[config.mk]
export PLATFORM = sky130hd
export DESIGN_NAME = sub_serial_8bit
export DESIGN_NICKNAME = d
export VERILOG_FILES = /design/src/rtl/sub_serial_8bit_pkg.sv /design/src/rtl/sub_serial_8bit_fs.sv /design/src/rtl/sub_serial_8bit.sv
export SDC_FILE = /design/constraint.sdc
export NUM_CORES = 1
export LEC_CHECK = 0
export CAP_MARGIN = 10
export CORE_ASPECT_RATIO = 2
export CORE_MARGIN = 4
export CORE_UTILIZATION = 30
export DETAILED_ROUTE_END_ITERATION = 10
export GPL_TIMING_DRIVEN = 0
export PLACE_DENSITY = 0.51
export SYNTH_ARGS = -nofsm -noshare
export SYNTH_HDL_FRONTEND = slang
export SYNTH_SLANG_ARGS = --single-unit
export TNS_END_PERCENT = 5
[constraint.sdc]
create_clock -name clk -period 2.01 [get_ports clk]
set_input_delay 0.201 -clock clk [delete_from_list [all_inputs] [get_ports clk]]
set_output_delay 0.201 -clock clk [all_outputs]
set_load 0.05 [all_outputs]
[src/rtl/sub_serial_8bit_pkg.sv]
// Shared definitions for the bit-serial subtractor: FSM state encoding and default width.
package sub_serial_8bit_pkg;
  localparam int unsigned DEFAULT_WIDTH = 8;

  typedef enum logic [1:0] {
    IDLE  = 2'd0,
    SHIFT = 2'd1,
    DONE  = 2'd2
  } state_t;
endpackage

[src/rtl/sub_serial_8bit_fs.sv]
// One-bit full subtractor: d = a - b - bin, with borrow-out.
module fs (
  input  logic a,
  input  logic b,
  input  logic bin,
  output logic d,
  output logic bout
);
  assign d    = a ^ b ^ bin;
  assign bout = (~a & b) | (~(a ^ b) & bin);
endmodule

[src/rtl/sub_serial_8bit.sv]
// Bit-serial subtractor: computes a - b - bin LSB-first, one bit per SHIFT cycle.
module sub_serial_8bit
  import sub_serial_8bit_pkg::*;
#(
  parameter int WIDTH = DEFAULT_WIDTH
) (
  input  logic             clk,
  input  logic             rst_n,
  input  logic             start,
  input  logic [WIDTH-1:0] a,
  input  logic [WIDTH-1:0] b,
  input  logic             bin,
  output logic             ready,
  output logic             busy,
  output logic             done,
  output logic [WIDTH-1:0] diff,
  output logic             bout,
  output logic             ovf
);
  localparam int CW = $clog2(WIDTH) + 1;

  state_t           state, next_state;
  logic [WIDTH-1:0] a_sr, b_sr, diff_sr;
  logic [CW-1:0]    cnt;
  logic             br, a_msb, b_msb;
  logic             accept, shift_en;
  logic             bit_d, bit_b;

  fs u_fs (
    .a    (a_sr[0]),
    .b    (b_sr[0]),
    .bin  (br),
    .d    (bit_d),
    .bout (bit_b)
  );

  always_ff @(posedge clk or negedge rst_n) begin
    if (!rst_n) state <= IDLE;
    else        state <= next_state;
  end

  // SHIFT spends one extra cycle with cnt==WIDTH before DONE, giving WIDTH+1 cycles to done.
  always_comb begin
    next_state = state;
    ready      = 1'b0;
    busy       = 1'b0;
    done       = 1'b0;
    accept     = 1'b0;
    shift_en   = 1'b0;
    case (state)
      IDLE: begin
        ready = 1'b1;
        if (start) begin
          accept     = 1'b1;
          next_state = SHIFT;
        end
      end
      SHIFT: begin
        busy = 1'b1;
        if (cnt == CW'(WIDTH)) next_state = DONE;
        else                   shift_en   = 1'b1;
      end
      DONE: begin
        ready = 1'b1;
        done  = 1'b1;
        if (start) begin
          accept     = 1'b1;
          next_state = SHIFT;
        end else begin
          next_state = IDLE;
        end
      end
      default: next_state = IDLE;
    endcase
  end

  always_ff @(posedge clk or negedge rst_n) begin
    if (!rst_n) begin
      a_sr    <= '0;
      b_sr    <= '0;
      diff_sr <= '0;
      cnt     <= '0;
      br      <= 1'b0;
      a_msb   <= 1'b0;
      b_msb   <= 1'b0;
    end else if (accept) begin
      a_sr  <= a;
      b_sr  <= b;
      br    <= bin;
      cnt   <= '0;
      a_msb <= a[WIDTH-1];
      b_msb <= b[WIDTH-1];
    end else if (shift_en) begin
      a_sr    <= {1'b0, a_sr[WIDTH-1:1]};
      b_sr    <= {1'b0, b_sr[WIDTH-1:1]};
      diff_sr <= {bit_d, diff_sr[WIDTH-1:1]};
      br      <= bit_b;
      cnt     <= cnt + 1'b1;
    end
  end

  assign diff = diff_sr;
  assign bout = br;
  assign ovf  = (a_msb ^ b_msb) & (diff_sr[WIDTH-1] ^ a_msb);
endmodule
# Word level (Yosys, flattened, before mapping)
# Cells that the tools add are included.
# word_totals
out_inout_bits,13
register_bits,33
word_cells,49
input_bits,20
# classes
reduce_logical,5
eq_ne,5
bitwise_logic,11
addsub,1
muxes,19
# ops
cell,count
$mux 8,4
$mux 1,10
$mux 4,2
$pmux 2 s3,1
$add 4x1->4 const B,1
$eq 4x4->1 const B,1
$mux 2,2
$ne 2x2->1 const B,2
$reduce_and 2->1,2
$xor 1x1->1,4
$and 1x1->1,3
$not 1->1,3
$eq 2x1->1 const B,1
$eq 2x2->1 const B,1
$logic_not 2->1,1
$reduce_bool 2->1,1
$reduce_or 2->1,1
$or 1x1->1,1

# Longest topological paths before layout
# Gate-level depths: netlist of the first run.
# logic_depth
depth_word,6
mapped_depth,7
ltp_nobuf,5

# Hierarchy
# From an unflattened synthesis of the first run, not the netlist that was laid out.
# hier_totals
cells_unflattened,121
hier_area_um2,1527.7
# modules_own_cells
mod,cells_per_inst,area_each_um2,seq_area_each_um2,instances
sub_serial_8bit,117,1496.4,825.8,1
fs,4,31.3,0.0,1

# Worst setup path after synthesis of the first run
# No wires, ideal clock.
# synth_timing
kind,register to output
from,register diff_sr[7] (netlist: diff[7])
to,output ovf
path_slack_ns,-0.070
arrival_ns,1.879
required_ns,1.809
stages_incl_launch_ff,3
path_buffers,0
cell_sequence,dfrtp_1 > nand2b_1 > o21ai_0
# synth_via
elab_chain_cells,2
# synth_rtl
item,line,rtl
start: declaration,sub_serial_8bit.sv:23,"logic [WIDTH-1:0] a_sr, b_sr, diff_sr;"
start signal: assignment,sub_serial_8bit.sv:96,"diff_sr <= {bit_d, diff_sr[WIDTH-1:1]};"
$xor 1x1->1,sub_serial_8bit.sv:104,assign ovf = (a_msb ^ b_msb) & (diff_sr[WIDTH-1] ^ a_msb);
$and 1x1->1,sub_serial_8bit.sv:104,
end: declaration,sub_serial_8bit.sv:18,output logic ovf
# No other way between the ends.

# Worst setup path after layout of the first run
# layout_timing
from,register state[0]
to,output done
# layout_via
elab_chain_cells,2
# layout_rtl
item,line,rtl
start: declaration,sub_serial_8bit.sv:22,"state_t state, next_state;"
start signal: assignment,sub_serial_8bit.sv:39,else state <= next_state;
$eq 2x2->1,sub_serial_8bit.sv:50,case (state)
$mux 1,sub_serial_8bit.sv:50,
end: declaration,sub_serial_8bit.sv:15,"output logic done,"
# No other way between the ends.

==> results of run 1 <==
## critical path, cell delays in order, from the launching register on
cell	delay (ps)
sky130_fd_sc_hd__dfrtp_1	410
sky130_fd_sc_hd__and2b_1	210
sky130_fd_sc_hd__clkdlybuf4s50_1	800
## sequential cells by signal, indices dropped and copies added (netlist names)
register,cells
a_sr,8
b_sr,8
diff,8
cnt,4
state,2
a_msb,1
b_msb,1
bout,1
## what timing repair did
action,CTS,global route
hold endpoints to repair,0,0
hold buffers,0,0
gates resized for setup,3,1
setup endpoints to repair,2,1
pin swaps,0,0
## power groups by stage
stage / Sequential [W] / Combinational, W / Clock (W)
2_1_floorplan: 0.00148 / 0.00122 / 0
3_3_place_gp: 0.00120 / 0.00203 / 0
3_5_place_dp: 0.00122 / 0.00207 / 0
4_1_cts: 0.00121 / 0.00207 / 0.000501
5_1_grt: 0.00125 / 0.00219 / 0.000531
6_report: 0.00120 / 0.00202 / 0.000487
## cell usage after synthesis (2+ instances only)
cell type and instances:
sky130_fd_sc_hd__inv_1 6, sky130_fd_sc_hd__buf_6 2, sky130_fd_sc_hd__nor2_1 2, sky130_fd_sc_hd__mux2_4 7
sky130_fd_sc_hd__nand2_1 15, sky130_fd_sc_hd__buf_4 2, sky130_fd_sc_hd__clkbuf_1 3, sky130_fd_sc_hd__o21ai_0 5
sky130_fd_sc_hd__and3_1 8, sky130_fd_sc_hd__nand3_1 7, sky130_fd_sc_hd__nand2b_1 3, sky130_fd_sc_hd__dfrtp_1 33
sky130_fd_sc_hd__ha_1 2, sky130_fd_sc_hd__a21oi_1 4, sky130_fd_sc_hd__a221o_1 9, sky130_fd_sc_hd__o211ai_1 4
sky130_fd_sc_hd__a22o_1 2
## worst paths after layout
kind | startpoint | endpoint | slack [ps] | depth (start not counted)
worst max-delay path | state[0] | done | 110 | 2
worst min-delay path | rst_n | a_sr[5] | -20 | 1
worst max register to register | cnt[0] | diff[7] | 330 | 5
worst min register to register | a_sr[7] | a_sr[7] | 510 | 1
max in group asynchronous | rst_n | a_sr[0] | 1540 | 1
min in group clk | a[3] | a_sr[3] | 490 | 3
## layout make-up
type / count / area [sq um] / share of cell area, %
well taps: 58 / 72.6 / 3.52
multi-input cells: 85 / 651 / 31.6
plain buffers: 10 / 88.8 / 4.31
repair buffers: 32 / 309 / 15.0
inverters: 7 / 31.3 / 1.52
clock inverters: 2 / 10.0 / 0.486
flip-flops and latches: 33 / 826 / 40.1
clock buffers: 6 / 72.6 / 3.52
## through the flow
step	setup slack [ps]	instance area (sq um)	instances	utilization (%)	hold slack, ps
final	114	2060	233	40.1	-20.2
after global routing	62.7	2060	233	40.1	42.0
after CTS	23.0	2070	233	40.2	17.0
after detailed placement	37.9	1980	225	38.6	324
after global placement	39.5	1990	225	38.7	477
after floorplan	307	1600	135	-	-94.6
## metal layers
layer  GRT usage, %  part of all wire [%]  up-vias
met2           20.7                    54       27
met1           14.6                    40      572
li1               -                     -      554
met4           6.51                   2.3        0
met5              0                     0        -
met3           3.26                   3.9        7
## logic make-up (layout without fill, tap and decap cells)
group           Yosys count  after routing  share of synthesized area [%]
mux                       9              9                           7.92
compound gates           28             28                           13.4
flops                    33             33                           51.7
fa+ha+maj                 3              3                           2.82
buf+inv                  17             57                           7.52
simple gates             45             45                           16.6
==> run summary, run 1 <==
The internal portion of the total power is 0.00213 W. After synthesis the netlist holds a flip-flop and latch count of 33. STA classifies the critical path endpoint as an output port. The via density per instance works out to 4.98.

For this run, the register share of the synthesized area comes to 51.7%. Die footprint: 6620 sq um. Number of pins exceeding their max-slew limit in the final report: 0.

Port buffering added 32 buffers. Number of global-route vias before repair: 1,328. sky130_fd_sc_hd__dfrtp_1 takes more of the synthesized area than any other cell. In this run the count of I/O pins placed on the die edge is 33. For this run, the total global-route usage over all layers was measured as 12.7%. The required time of the worst setup path was 1810 ps; the count of maximum capacitance violations was 0. The number of library cell types mapped by synthesis is 38.

Derived from the worst setup path, the maximum achievable clock frequency is 0.527 GHz. Setup repair after global routing left no endpoint under its margin. CTS placed an instance of sky130_fd_sc_hd__clkbuf_8 at the clock tree root. The share of total power dissipated in combinational logic is 54.5%. The critical path is of the flip-flop to output port type.

After synthesis, the mean cell area works out to 11.8 sq um. In the layout the commonest cells are sky130_fd_sc_hd__dfrtp_1 (33), sky130_fd_sc_hd__clkdlybuf4s50_1 (29), sky130_fd_sc_hd__nand2_1 (15). The final period utilization is 94.3%.

The fraction of layout instances using a drive strength above 1 came out at 16.6%. The vertical die dimension is 111 um. In the final timing run, aggregate negative setup slack is 0 ps.

The logs give 0.938 mV for the largest voltage drop on the vdd net and 1,160 for the total number of vias. Detailed placement finished with a half-perimeter wire length of 2.79 mm. The tools report the number of clock buffers inserted by TritonCTS as 5. The tools report the launching element type of the critical path as a flip-flop. Entering global routing, the biggest net connects 34 pins.

The design draws 0.00371 W. For this run, design rule violations remaining after detail routing come to 0. The global-route congestion overflow total is 0, and the count of flip-flops with a built-in enable after synthesis is 0. The count of nets left with antenna violations once routing finished came out at 0.

The switching power as a share of total power was 42.8%; the clock network fraction of total power was 13.1%. The logs give 0 for the post-CTS setup buffer count and 0 for the number of failing setup endpoints in the final timing report. The clock net in this run drives a total of 33 sinks. The min-delay analysis places its worst path in the category primary input to async pin. The tightest slew margin relative to the limit was 49.8%. After the first detailed-routing iteration, the DRC count stood at 13. After detailed routing, the average wire length per cell comes to 16.3 um. Initial antenna violation count: 0.

After the last flow step, the layout net total stands at 197. The number of warnings issued by yosys came out at 0. 0 antenna diodes ended up in the layout.

The row count is 37, and the shortest clock period the worst path allows after layout is 1900 ps. Summed over all cells, the static leakage comes to 0.962 nW. At the worst endpoint, the arrival time is 1700 ps. The placeable core area came out at 5140 sq um.

The run finished, with violations left. The first detailed-routing pass ran for 4 iterations. For this run, asynchronously set or reset flops after synthesis account for 100%. After filler insertion, the fill cell instance count of the layout stands at 504.

The cell area after synthesis came out at 1600 sq um. The worst-margin pin slew came out at 753 ps. The worst-case hold slack was -20.2 ps; the number of nets produced by synthesis was 158. The clock passes through at most 2 buffers. The run gives 31.1% as the initial core utilization. Among all flip-flop cells after synthesis, the most frequent one is sky130_fd_sc_hd__dfrtp_1. The clock slew seen by the registers of the worst setup and hold paths is 70 ps. The H-tree was split into 2 levels. Final-report hold violation count: 29.

The top cell type by area accounts for 51.7% of the synthesized area. For this block, the routed nets add up to 3.80 mm of wire. For the clock latency of the later-clocked register in the worst-skew pair, the log shows 280 ps. The die is 59.6 um wide. TritonCTS built the clock tree.

Ranked by total cell area, the synthesized netlist is headed by sky130_fd_sc_hd__dfrtp_1 (52%), sky130_fd_sc_hd__mux2_4 (6.6%), sky130_fd_sc_hd__a221o_1 (5.6%), sky130_fd_sc_hd__nand2_1 (3.5%), sky130_fd_sc_hd__and3_1 (3.1%). Sequential cells account for 32.3% of the total power. Of all nets on the critical path, the largest fanout is 5.

Power spread over the standard cell area amounts to 1800 nW/um^2. The first global-routing pass estimated 6.38 mm of wire. After technology mapping, the gate count stands at 135. For this design the total switching power over the nets is 0.00159 W.

The checks that failed: hold timing. At the end of routability-driven placement, the weighted congestion stood at 0.744. The clock arrives with 6.80 ps of skew. The library cell used most frequently in the layout, excluding fill and tap cells, is sky130_fd_sc_hd__dfrtp_1. Area growth from synthesis to layout: 29.1%.
Note: power is estimated with default switching activity, not from simulation.
==> run 2, diff against run 1 <==
--- a/config.mk
+++ b/config.mk
@@ -14,5 +14,6 @@
 export PLACE_DENSITY = 0.51
 export SYNTH_ARGS = -nofsm -noshare
 export SYNTH_HDL_FRONTEND = slang
+export SYNTH_HIERARCHICAL = 1
 export SYNTH_SLANG_ARGS = --single-unit
 export TNS_END_PERCENT = 5
==> run 2 against run 1 <==
  * The run still ends with hold timing left
  * Via count shrank 5.9%
  * Count of clock-buffer cells in the layout is the same
  * Clock power shrank 1%
  * Register-to-register slack is essentially flat
  * Cell count shrank 6.4%
==> run summary, run 2 <==
For the global-route usage over all layers, the log shows 11.9% (-0.73 points). In this run the critical register-to-register path is launched from cnt[0]. The tools report the element type at the critical path end as an output port.

The run gives 0 (unchanged) as the number of failing setup endpoints in the final timing report. The tools report the I/O pin count as 33 (unchanged). The most used flip-flop cell after synthesis is sky130_fd_sc_hd__dfrtp_1.

Post-CTS setup buffer count: 0 (unchanged). The power density over the cells came out at 1790 nW/um^2 (-0.54%). The run gives 32 (+10%) as the final-report hold violation count. The run gives 36 (-2.7%) as the row count. The number of nets produced by synthesis is 144 (-8.9%). The count of flip-flops with a built-in enable after synthesis works out to 0 (unchanged). The maximum fanout along the worst path is 10 (+5).

In the layout the commonest cells are sky130_fd_sc_hd__dfrtp_1 (33), sky130_fd_sc_hd__clkdlybuf4s50_1 (29), sky130_fd_sc_hd__and3_1 (14), sky130_fd_sc_hd__a221o_1 (14), sky130_fd_sc_hd__nand2_1 (9). The final cell count without fillers is 218 (-6.4%). Vertical die dimension: 109 um (-2.0%). The tools report the cell leakage power as 0.973 nW (+1.2%). Shortest clock period the worst path allows after layout: 1870 ps (-27.8 ps). For the detailed placer's ending HPWL, the log shows 2.53 mm (-9.1%). The last weighted congestion value of the routability-driven placer was 0.742 (-0.16%). After synthesis, the most frequently instantiated cells are sky130_fd_sc_hd__dfrtp_1 (33), sky130_fd_sc_hd__a221o_1 (14), sky130_fd_sc_hd__and3_1 (14), sky130_fd_sc_hd__nand2_1 (9). The required time of the worst setup path is 1810 ps (about the same). The number of remaining DRC errors was 0 (unchanged).

Layout filler cell count: 485 (-3.8%). The checks that failed: hold timing. Mean cell area of the mapped netlist: 12.6 sq um (+6.8%). The worst-margin pin slew was 749 ps (-3.41 ps). The cell area after synthesis is 1530 sq um (-4.3%), and the register bit count reported by yosys is 33 (unchanged). The tools report the total number of vias as 1,092 (-5.9%). The logs give 340 ps (about the same) for the register-to-register setup slack and 33 (unchanged) for the clock net sink count. Die outline width: 58.5 um (-1.9%). Total inserted antenna cells: 0 (unchanged). The via density per instance was 5.01 (+0.62%). The sum of routed wire length over all layers is 3.52 mm (-7.4%). Traced cell by cell, the critical path runs through nand2b_2, inv_2, buf_6, buf_2, clkdlybuf4s15_2. The core utilization of the finished layout was 40.7% (+0.57 points); the count of port buffers added during placement was 32 (unchanged).

The number of warnings issued by yosys came out at 6 (+6). Compared with the post-synthesis result, the final layout area differs by 30.7%. The post-synthesis instance total came out at 121 (-10%).

The worst setup path is launched from a flip-flop. Fraction of layout instances using a drive strength above 1: 18.6% (+2.1 points). The number of clock buffers inserted by TritonCTS was 5 (unchanged); the tightest slew margin relative to the limit was 50.0% (+0.23 points). For the count of maximum capacitance violations, the log shows 0 (unchanged).

The run gives 31.1% (+0.047 points) as the initial core utilization. The run gives 0.535 GHz (+1.5%) as the maximum clock frequency. Among all stages on the critical path, the largest delay is contributed by sky130_fd_sc_hd__clkdlybuf4s15_2.

The most common cell in the synthesized netlist is sky130_fd_sc_hd__dfrtp_1. The clock slew seen by the registers of the worst setup and hold paths is 60 ps (about the same). The final period utilization is 93.0% (-1.4 points), and the worst-case hold slack is -15.0 ps (+5.17 ps). The wire length of the first global-routing pass is 5.69 mm (-11%).

The global-route congestion overflow total was 0 (unchanged). The critical path buffer and inverter count was 4 (+3); the largest voltage drop on the vdd net was 0.713 mV (-24%). In the post-synthesis netlist, the biggest area contributors are sky130_fd_sc_hd__dfrtp_1 (54%), sky130_fd_sc_hd__a221o_1 (9.2%), sky130_fd_sc_hd__mux2_4 (6.9%), sky130_fd_sc_hd__and3_1 (5.7%), sky130_fd_sc_hd__buf_6 (2.9%).

For the die footprint, the log shows 6370 sq um (-3.9%). Buffer type at the clock tree root: sky130_fd_sc_hd__clkbuf_8. The min-delay analysis places its worst path in the category primary input to async pin. The share of the yosys chip area belonging to registers is 54.1% (+2.3 points), and the number of buffers inserted for hold repair after clock tree synthesis is 0 (unchanged).

Number of levels in the clock H-tree: 2 (unchanged). The share of async-settable or async-resettable flops after synthesis was 100% (unchanged). The run gives 1,169 (-12%) as the number of global-route vias before repair.

The tools report the placeable core area as 4910 sq um (-4.5%). The most frequent standard cell in the layout excluding fill and tap cells was sky130_fd_sc_hd__dfrtp_1. The initial antenna violation count came out at 0 (unchanged). The flow ran to the end, but the final reports show violations. Largest net degree at the start of global routing: 34 (unchanged). Broken down by cell family, the worst path's largest delay share belongs to buffers and inverters. The post-route antenna net violation count is 0 (unchanged).

The tools report the number of library cell types mapped by synthesis as 29 (-24%). The area share of the leading cell type in the synthesized netlist came out at 54.1% (+2.3 points). Leading area contributor after synthesis: sky130_fd_sc_hd__dfrtp_1. Arrival time of the worst setup path: 1670 ps (-30 ps).

TritonCTS built the clock tree. The setup path with the least slack is of type flip-flop to output port. Sum of negative setup slack: 0 ps (unchanged).

The pre-CTS setup slack was 4.20 ps (-33.7 ps). The total placed cells including tap cells is 210 (-6.7%). The run gives 30 (+17) as the detailed router's first-iteration violation count. The first-pass iteration count of the detailed router came out at 4 (unchanged).

Setup repair after global routing left no endpoint under its margin. The wire length per cell after detailed routing came out at 16.1 um (-1.0%). The endpoint identified for the worst register-to-register timing path is diff[1]. The depth of the worst register-to-register path was 7 (+2); the post-route clock skew was 7.19 ps (+0.384 ps).

The net total in the final layout is 183 (-7.1%), and the clock latency of the later-clocked register in the worst-skew pair is 280 ps (about the same). The final worst slack is 142 ps (+27.8 ps). The maximum single-stage delay on the critical path works out to 400 ps (-400 ps). The number of pins exceeding their max-slew limit in the final report was 0 (unchanged). The maximum clock path buffer count is 2 (unchanged).
## run 2: changes by cell type after synthesis, moves of 2 or more
cell / change
sky130_fd_sc_hd__clkbuf_1: -2
sky130_fd_sc_hd__mux2_2: +2
sky130_fd_sc_hd__o21ai_0: -3
sky130_fd_sc_hd__a221o_1: +5
sky130_fd_sc_hd__and3_1: +6
sky130_fd_sc_hd__buf_6: +2
sky130_fd_sc_hd__nand2_1: -6
sky130_fd_sc_hd__buf_2: +2
sky130_fd_sc_hd__a21oi_1: -3
sky130_fd_sc_hd__buf_4: -2
sky130_fd_sc_hd__nand3_1: -3
sky130_fd_sc_hd__o211ai_1: -3
## run 2: how the worst max path moves through the flow
stage             start   end  slack, ps  cells past startpoint
2_1_floorplan   diff[7]   ovf        310                      2
3_3_place_gp   state[1]  busy          4                      5
3_5_place_dp   state[1]  busy          4                      5
4_1_cts        state[1]  busy        120                      5
5_1_grt        state[1]  busy         50                      5
6_report       state[1]  busy        140                      5
## run 2: layout make-up
type                       count  area [sq um]  area share (%)
multi-input combinational     72           608            30.5
inverter                       8          30.0            1.50
clock buffer                   6          72.6            3.63
timing repair buffer          32           315            15.8
tap                           57          71.3            3.57
clock inverter                 2          10.0           0.501
buffer                         8          63.8            3.20
sequential                    33           826            41.4
## run 2: timing repair
action | CTS | global route
endpoints found under the hold margin | 0 | 0
endpoints found under the setup margin | 2 | 0
resized for setup | 4 | 0
## run 2: cells by family (layout without fill, tap and decap cells)
logic type      count (synthesis)  count (layout)  synth area share, %
compound gates                 22              22                 13.4
flops                          33              33                 54.1
fa+ha+maj                       3               3                 2.95
simple gates                   37              37                 14.5
buf+inv                        16              56                 6.14
mux                            10              10                 9.01
## run 2: worst reg2reg max path: stages (launching register included)
cell	delay, ps
sky130_fd_sc_hd__dfrtp_1	400
sky130_fd_sc_hd__inv_1	60
sky130_fd_sc_hd__ha_1	230
sky130_fd_sc_hd__nand3b_4	90
sky130_fd_sc_hd__buf_6	140
sky130_fd_sc_hd__and2_4	160
sky130_fd_sc_hd__buf_6	160
sky130_fd_sc_hd__mux2_4	310
## run 2: metal layers
layer | global-route usage, % | wire length [um]
met1 | 13.8 | 1460
met2 | 19.8 | 1880
met3 | 3.32 | 125
met4 | 5.97 | 59
met5 | 0 | 0
## run 2: metrics by stage
| stage | total power, W | area [sq um] |
|---|---|---|
| after floorplan | 0.00258 | 1530 |
| after global placement | 0.00310 | 1920 |
| after detailed placement | 0.00314 | 1910 |
| after CTS | 0.00363 | 2000 |
| after global routing | 0.00380 | 2000 |
| final | 0.00358 | 2000 |
## run 2: power breakdown
part	switching [W]	internal, W
Combinational	0.00102	0.000879
Clock	0.000242	0.000240
Sequential	0.000218	0.000977
Total	0.00148	0.00210
